<file path="config.mk">
export PLATFORM = sky130hd
export DESIGN_NAME = sum_display_scanner
export DESIGN_NICKNAME = d
export VERILOG_FILES = /design/src/rtl/sum_display_scanner.sv
export SDC_FILE = /design/constraint.sdc
export NUM_CORES = 1
export LEC_CHECK = 0
export ABC_CLOCK_PERIOD_IN_PS = 1900
export BUFFER_PORTS_ARGS = -buffer_cell sky130_fd_sc_hd__buf_2
export CAP_MARGIN = 5
export CORE_MARGIN = 4
export CORE_UTILIZATION = 45
export DETAILED_ROUTE_END_ITERATION = 10
export HOLD_SLACK_MARGIN = 0.02
export PLACE_DENSITY = 0.68
export SYNTH_ARGS = -nofsm -noshare
export SYNTH_HDL_FRONTEND = slang
export SYNTH_SLANG_ARGS = --single-unit
export TNS_END_PERCENT = 20
</file>
<file path="constraint.sdc">
create_clock -name clk -period 1.9 [get_ports clk]
set_clock_uncertainty 0.1 [all_clocks]
set_input_delay 0.19 -clock clk [delete_from_list [all_inputs] [get_ports clk]]
set_output_delay 0.19 -clock clk [all_outputs]
set_load 0.01 [all_outputs]
</file>
<file path="src/rtl/sum_display_scanner.sv">
// Converts a 13-bit sum to four BCD digits with an iterative double-dabble engine
// and scans them onto a common-anode four-digit seven-segment display.
//   state | meaning
//   IDLE  | no conversion running
//   SHIFT | 13 add-3/shift iterations in progress
//   DONE  | publish result; reload from in_valid or the pending slot
module sum_display_scanner #(
    parameter int REFRESH_BITS = 18,
    parameter bit BLANK_LZ     = 1'b1
) (
    input  logic        clk,
    input  logic        rest,
    input  logic [12:0] in_value,
    input  logic        in_valid,
    output logic        busy,
    output logic [15:0] bcd_out,
    output logic [3:0]  Anode,
    output logic [6:0]  LED_out
);

    typedef enum logic [1:0] {IDLE, SHIFT, DONE} state_t;

    state_t      state, state_nxt;
    logic [15:0] bcd_q, bcd_nxt;
    logic [12:0] bin_q, bin_nxt;
    logic [3:0]  iter_q, iter_nxt;
    logic [12:0] pend_val_q, pend_val_nxt;
    logic        pend_q, pend_nxt;
    logic        publish;
    logic [15:0] adj;
    logic [15:0] disp_q;

    logic [REFRESH_BITS-1:0] refresh_q;
    logic [1:0]  idx;
    logic [3:0]  nib;
    logic        blank;
    logic [3:0]  anode_nxt;
    logic [6:0]  led_nxt;

    function automatic logic [6:0] seg7(input logic [3:0] d);
        logic [6:0] s;
        case (d)
            4'd0:    s = 7'b0000001;
            4'd1:    s = 7'b1001111;
            4'd2:    s = 7'b0010010;
            4'd3:    s = 7'b0000110;
            4'd4:    s = 7'b1001100;
            4'd5:    s = 7'b0100100;
            4'd6:    s = 7'b0100000;
            4'd7:    s = 7'b0001111;
            4'd8:    s = 7'b0000000;
            4'd9:    s = 7'b0000100;
            default: s = 7'b1111111;
        endcase
        return s;
    endfunction

    always_comb begin
        for (int i = 0; i < 4; i++) begin
            adj[i*4 +: 4] = (bcd_q[i*4 +: 4] >= 4'd5) ? bcd_q[i*4 +: 4] + 4'd3 : bcd_q[i*4 +: 4];
        end
    end

    always_comb begin
        state_nxt    = state;
        bcd_nxt      = bcd_q;
        bin_nxt      = bin_q;
        iter_nxt     = iter_q;
        pend_val_nxt = pend_val_q;
        pend_nxt     = pend_q;
        publish      = 1'b0;
        case (state)
            IDLE: begin
                if (in_valid) begin
                    bin_nxt   = in_value;
                    bcd_nxt   = 16'h0000;
                    iter_nxt  = 4'd0;
                    state_nxt = SHIFT;
                end
            end
            SHIFT: begin
                bcd_nxt  = {adj[14:0], bin_q[12]};
                bin_nxt  = {bin_q[11:0], 1'b0};
                iter_nxt = iter_q + 4'd1;
                if (iter_q == 4'd12) begin
                    state_nxt = DONE;
                end
                if (in_valid) begin
                    pend_val_nxt = in_value;
                    pend_nxt     = 1'b1;
                end
            end
            DONE: begin
                publish  = 1'b1;
                bcd_nxt  = 16'h0000;
                iter_nxt = 4'd0;
                // A strobe arriving now is newer than anything pending, so it wins.
                if (in_valid) begin
                    bin_nxt   = in_value;
                    pend_nxt  = 1'b0;
                    state_nxt = SHIFT;
                end else if (pend_q) begin
                    bin_nxt   = pend_val_q;
                    pend_nxt  = 1'b0;
                    state_nxt = SHIFT;
                end else begin
                    state_nxt = IDLE;
                end
            end
            default: state_nxt = IDLE;
        endcase
    end

    always_ff @(posedge clk or negedge rest) begin
        if (!rest) begin
            state      <= IDLE;
            bcd_q      <= 16'h0000;
            bin_q      <= 13'd0;
            iter_q     <= 4'd0;
            pend_val_q <= 13'd0;
            pend_q     <= 1'b0;
            bcd_out    <= 16'h0000;
            disp_q     <= 16'h0000;
        end else begin
            state      <= state_nxt;
            bcd_q      <= bcd_nxt;
            bin_q      <= bin_nxt;
            iter_q     <= iter_nxt;
            pend_val_q <= pend_val_nxt;
            pend_q     <= pend_nxt;
            if (publish) begin
                bcd_out <= bcd_q;
                disp_q  <= bcd_q;
            end
        end
    end

    assign busy = (state != IDLE);

    always_comb begin
        idx       = refresh_q[REFRESH_BITS-1 -: 2];
        nib       = disp_q[(3 - idx) * 4 +: 4];
        blank     = 1'b0;
        case (idx)
            2'd0:    blank = (disp_q[15:12] == 4'd0);
            2'd1:    blank = (disp_q[15:8] == 8'd0);
            2'd2:    blank = (disp_q[15:4] == 12'd0);
            default: blank = 1'b0;
        endcase
        anode_nxt = 4'b1111 ^ (4'b1000 >> idx);
        led_nxt   = (BLANK_LZ && blank) ? 7'b1111111 : seg7(nib);
    end

    always_ff @(posedge clk or negedge rest) begin
        if (!rest) begin
            refresh_q <= '0;
            Anode     <= 4'b1111;
            LED_out   <= 7'b1111111;
        end else begin
            refresh_q <= refresh_q + REFRESH_BITS'(1);
            Anode     <= anode_nxt;
            LED_out   <= led_nxt;
        end
    end

endmodule
</file>
==> results.cfg <==
[status]
status = finished, final reports clean

[yosys]
netlist_area_sq_um = 4624
synth_top_family_by_area = compound AO/OA/AOI/OAI gates
yosysTopAreaCell = dfrtp_1
synth_fp_nets = 442
synthXorXnorAreaFrac = 0.04356
synth_edf_count = 0
seq_area_frac_synth = 0.5116
yosys.area_share.simple = 0.09957
synth_seq_cells = 94
synth_area_leaders = dfrtp_1 (45%), mux2_2 (7.1%), dfstp_2 (6.3%)
yosys.area.top_type_share = 0.4491
synthMuxAreaShare = 0.1074
async_flop_share = 1.000
netlist_instances = 405
synth_ff_type = dfrtp_1
syn_avg_cell_area_sq_um = 11.42
synth_compound_area_frac = 0.1437
yosysUniqueCellTypes = 46
synth_fa_ha_area_frac = 0.05682
yosysWarningCount = 0

[die]
start_util = 0.4667
dieWidth_um = 109.4
io_pins = 44
dieArea_sq_um = 11960
die_h_um = 109.4
core_area_sq_um = 9910
rows = 36

[cts]
cts_root_buffer = clkbuf_8
cts_buffer_depth = 2
clk_pin_slew_ps = 100
cts_buffers = 9
insertion_delay_ps = 360
cts_tree = done
htreeDepth = 3
cts.sinks = 94

[place]
dpl_cell_area_sq_um = 5165
place.gp.congestion = 0.8131
portBuffers = 43
dp_slack_ps = -126.1
dp_hpwl_um = 6492

[sta]
fmax_mhz = 553.4
finalCritPeriodShare = 0.9510
post-route-min-period_ps = 1807
final-setup-viol-count = 0
worst_slew_pin_slew_ps = 638.1
final.setup.tns_ps = 0
drv_slew = 0
relSlewSlack = 0.5746
fin_ws_ps = 93.08
hold_viol = 0

[cells_and_area]
final_core_util = 0.5592
fin_area_sq_um = 5542
area_delta_synth_final_pct = 19.83
num-fill-cells = 838
seq_area_sq_um = 2367
nets = 517
diodes = 0
layout-drive-gt1-share = 0.2969
multi_input_area_sq_um = 2103

[global_routing]
antenna_found_initial = 0
grt_overflow = 0
grt_max_degree = 49
grt_pass1_wl_um = 16000
grtUsageTotal = 0.1685
grt_pass1_vias = 3312

[critical_path]
worst-path-max-fanout = 5
crit_path_max_incr_delay_ps = 560
critPathLaunchType = flip-flop
endpoint_kind = flip-flop
worstPathArrival_ps = 2010
cp_slowest_cell = mux4_2
worstPathRequired_ps = 2100
critPathKind = flip-flop to flip-flop
cp_cell_sequence = mux4_2 -> inv_1 -> ha_1 -> nor2b_1 -> a211oi_1 -> o21ai_1

[power_and_ir_drop]
p_leak_uw = 0.002593
max-vdd-ir-drop_mv = 0.7710
p_per_area_nw_per_um2 = 1002

[routing]
via_per_inst = 5.443
dr.pass1.iters = 6
drt_drc_violations_left = 0
wl_um = 9324
num_vias = 3364
wl_per_cell_um = 15.09
first_iter_violations = 213
antenna_left = 0

[run]
maxCapViolations = 0

[worst_hold_path]
hold_path.class = primary input to flip-flop
[cell type report]
class	count	area share
Clock buffer	10	0.02687
Inverter	21	0.01422
Sequential cell	94	0.4272
Timing Repair Buffer	85	0.1138
Clock inverter	6	0.008354
Tap cell	133	0.03003
Multi-Input combinational cell	269	0.3795
[synthesized netlist by cell type, types with 2 or more instances]
library cell and number:
dfstp_2 11, nor2b_1 5, mux2i_1 8, a21oi_1 23, a22o_1 24, clkbuf_1 13, and3_1 3, xnor2_1 16
o21a_1 2, a222oi_1 11, dfrtp_1 83, nand4_1 4, nor3_1 2, and4_1 3, and2_1 2, nor2_1 23
mux4_2 4, o41ai_2 3, buf_2 6, mux2_2 29, nand3_1 7, nand2b_1 5, o21ai_1 7, nand2_1 30
inv_1 20, o21ai_0 13, nor4_1 3, ha_1 21, xor2_1 7
[flip-flops by register name (all words and copies together), names as in the netlist, 2 cells and up]
name / flops
refresh_q: 18
bcd_q: 16
disp_q: 16
bin_q: 13
pend_val_q: 13
LED_out: 7
Anode: 4
iter_q: 4
state: 2
[kinds of logic (layout without fill, tap and decap cells)]
| kind of cell | after synthesis | count (layout) |
|---|---|---|
| flip-flops | 94 | 94 |
| AO/OA/AOI/OAI | 90 | 90 |
| multiplexers | 41 | 41 |
| adder cells (fa/ha/maj) | 21 | 21 |
| XOR/XNOR | 23 | 23 |
| AND/OR/NAND/NOR | 94 | 94 |
| buffers and inverters | 42 | 122 |
[layout by cell type, fill, tap and decap left out, types with 4 or more instances in the layout]
cell type,synthesis,layout
a21oi_1,23,23
a222oi_1,11,11
a22o_1,24,24
buf_12,0,5
buf_2,6,42
buf_4,0,24
clkbuf_8,0,9
dfrtp_1,83,82
dfstp_2,11,11
dlygate4sd3_1,0,14
ha_1,21,21
inv_1,20,19
mux2_2,29,29
mux2i_1,8,8
mux4_2,4,4
nand2_1,30,30
nand2b_1,5,5
nand3_1,7,7
nand4_1,4,4
nor2_1,23,22
nor2b_1,5,4
o21ai_0,13,13
o21ai_1,7,7
xnor2_1,16,16
xor2_1,7,7
[power by group]
group	switching [uW]	internal [uW]	total, uW
clock network	749	574	1320
registers	238	2370	2610
logic	825	796	1620
total	1810	3740	5560
[per-stage QoR]
step,hold slack [ps],total power [uW],std cells
finish,184.6,5555,618
global placement,149.5,4160,585
detailed placement,156.3,4222,585
global route,215.6,5932,618
CTS,155.0,5588,615
floorplan,-205.6,3632,405
[repair_timing]
action	4_1_cts	5_1_grt
pin swaps	0	0
hold buffers	14	0
buffers inserted	0	3
endpoints found under the setup margin	15	17
gates resized for setup	3	4
endpoints found under the hold margin	51	0
[layer usage]
| metal | GRT usage | vias to the layer above | routed length, um |
|---|---|---|---|
| met5 | 0 | - | 0 |
| met4 | 0.04809 | 0 | 108 |
| met3 | 0.03523 | 9 | 457 |
| met2 | 0.2742 | 81 | 4604 |
| met1 | 0.2289 | 1673 | 4154 |
| li1 | - | 1601 | - |
[worst max-delay path: cells and delay by family (launching register included)]
family          cells  cell delay (ps)
fa+ha+maj           1              150
simple gates        1               40
buf+inv             1              120
compound gates      2              340
mux                 1              560
flops               1              440
[path summary, 6_finish.rpt]
path	start	end	slack (ps)	depth (start not counted)
min in group asynchronous	rest	disp_q[12]	280	2
max in group asynchronous	rest	LED_out[5]	830	3
min	in_valid	state[0]	180	3
max reg2reg	refresh_q[16]	LED_out[2]	90	6
max	refresh_q[16]	LED_out[2]	90	6
min reg2reg	refresh_q[5]	refresh_q[5]	370	1
Power figures use the tool's default switching activity.
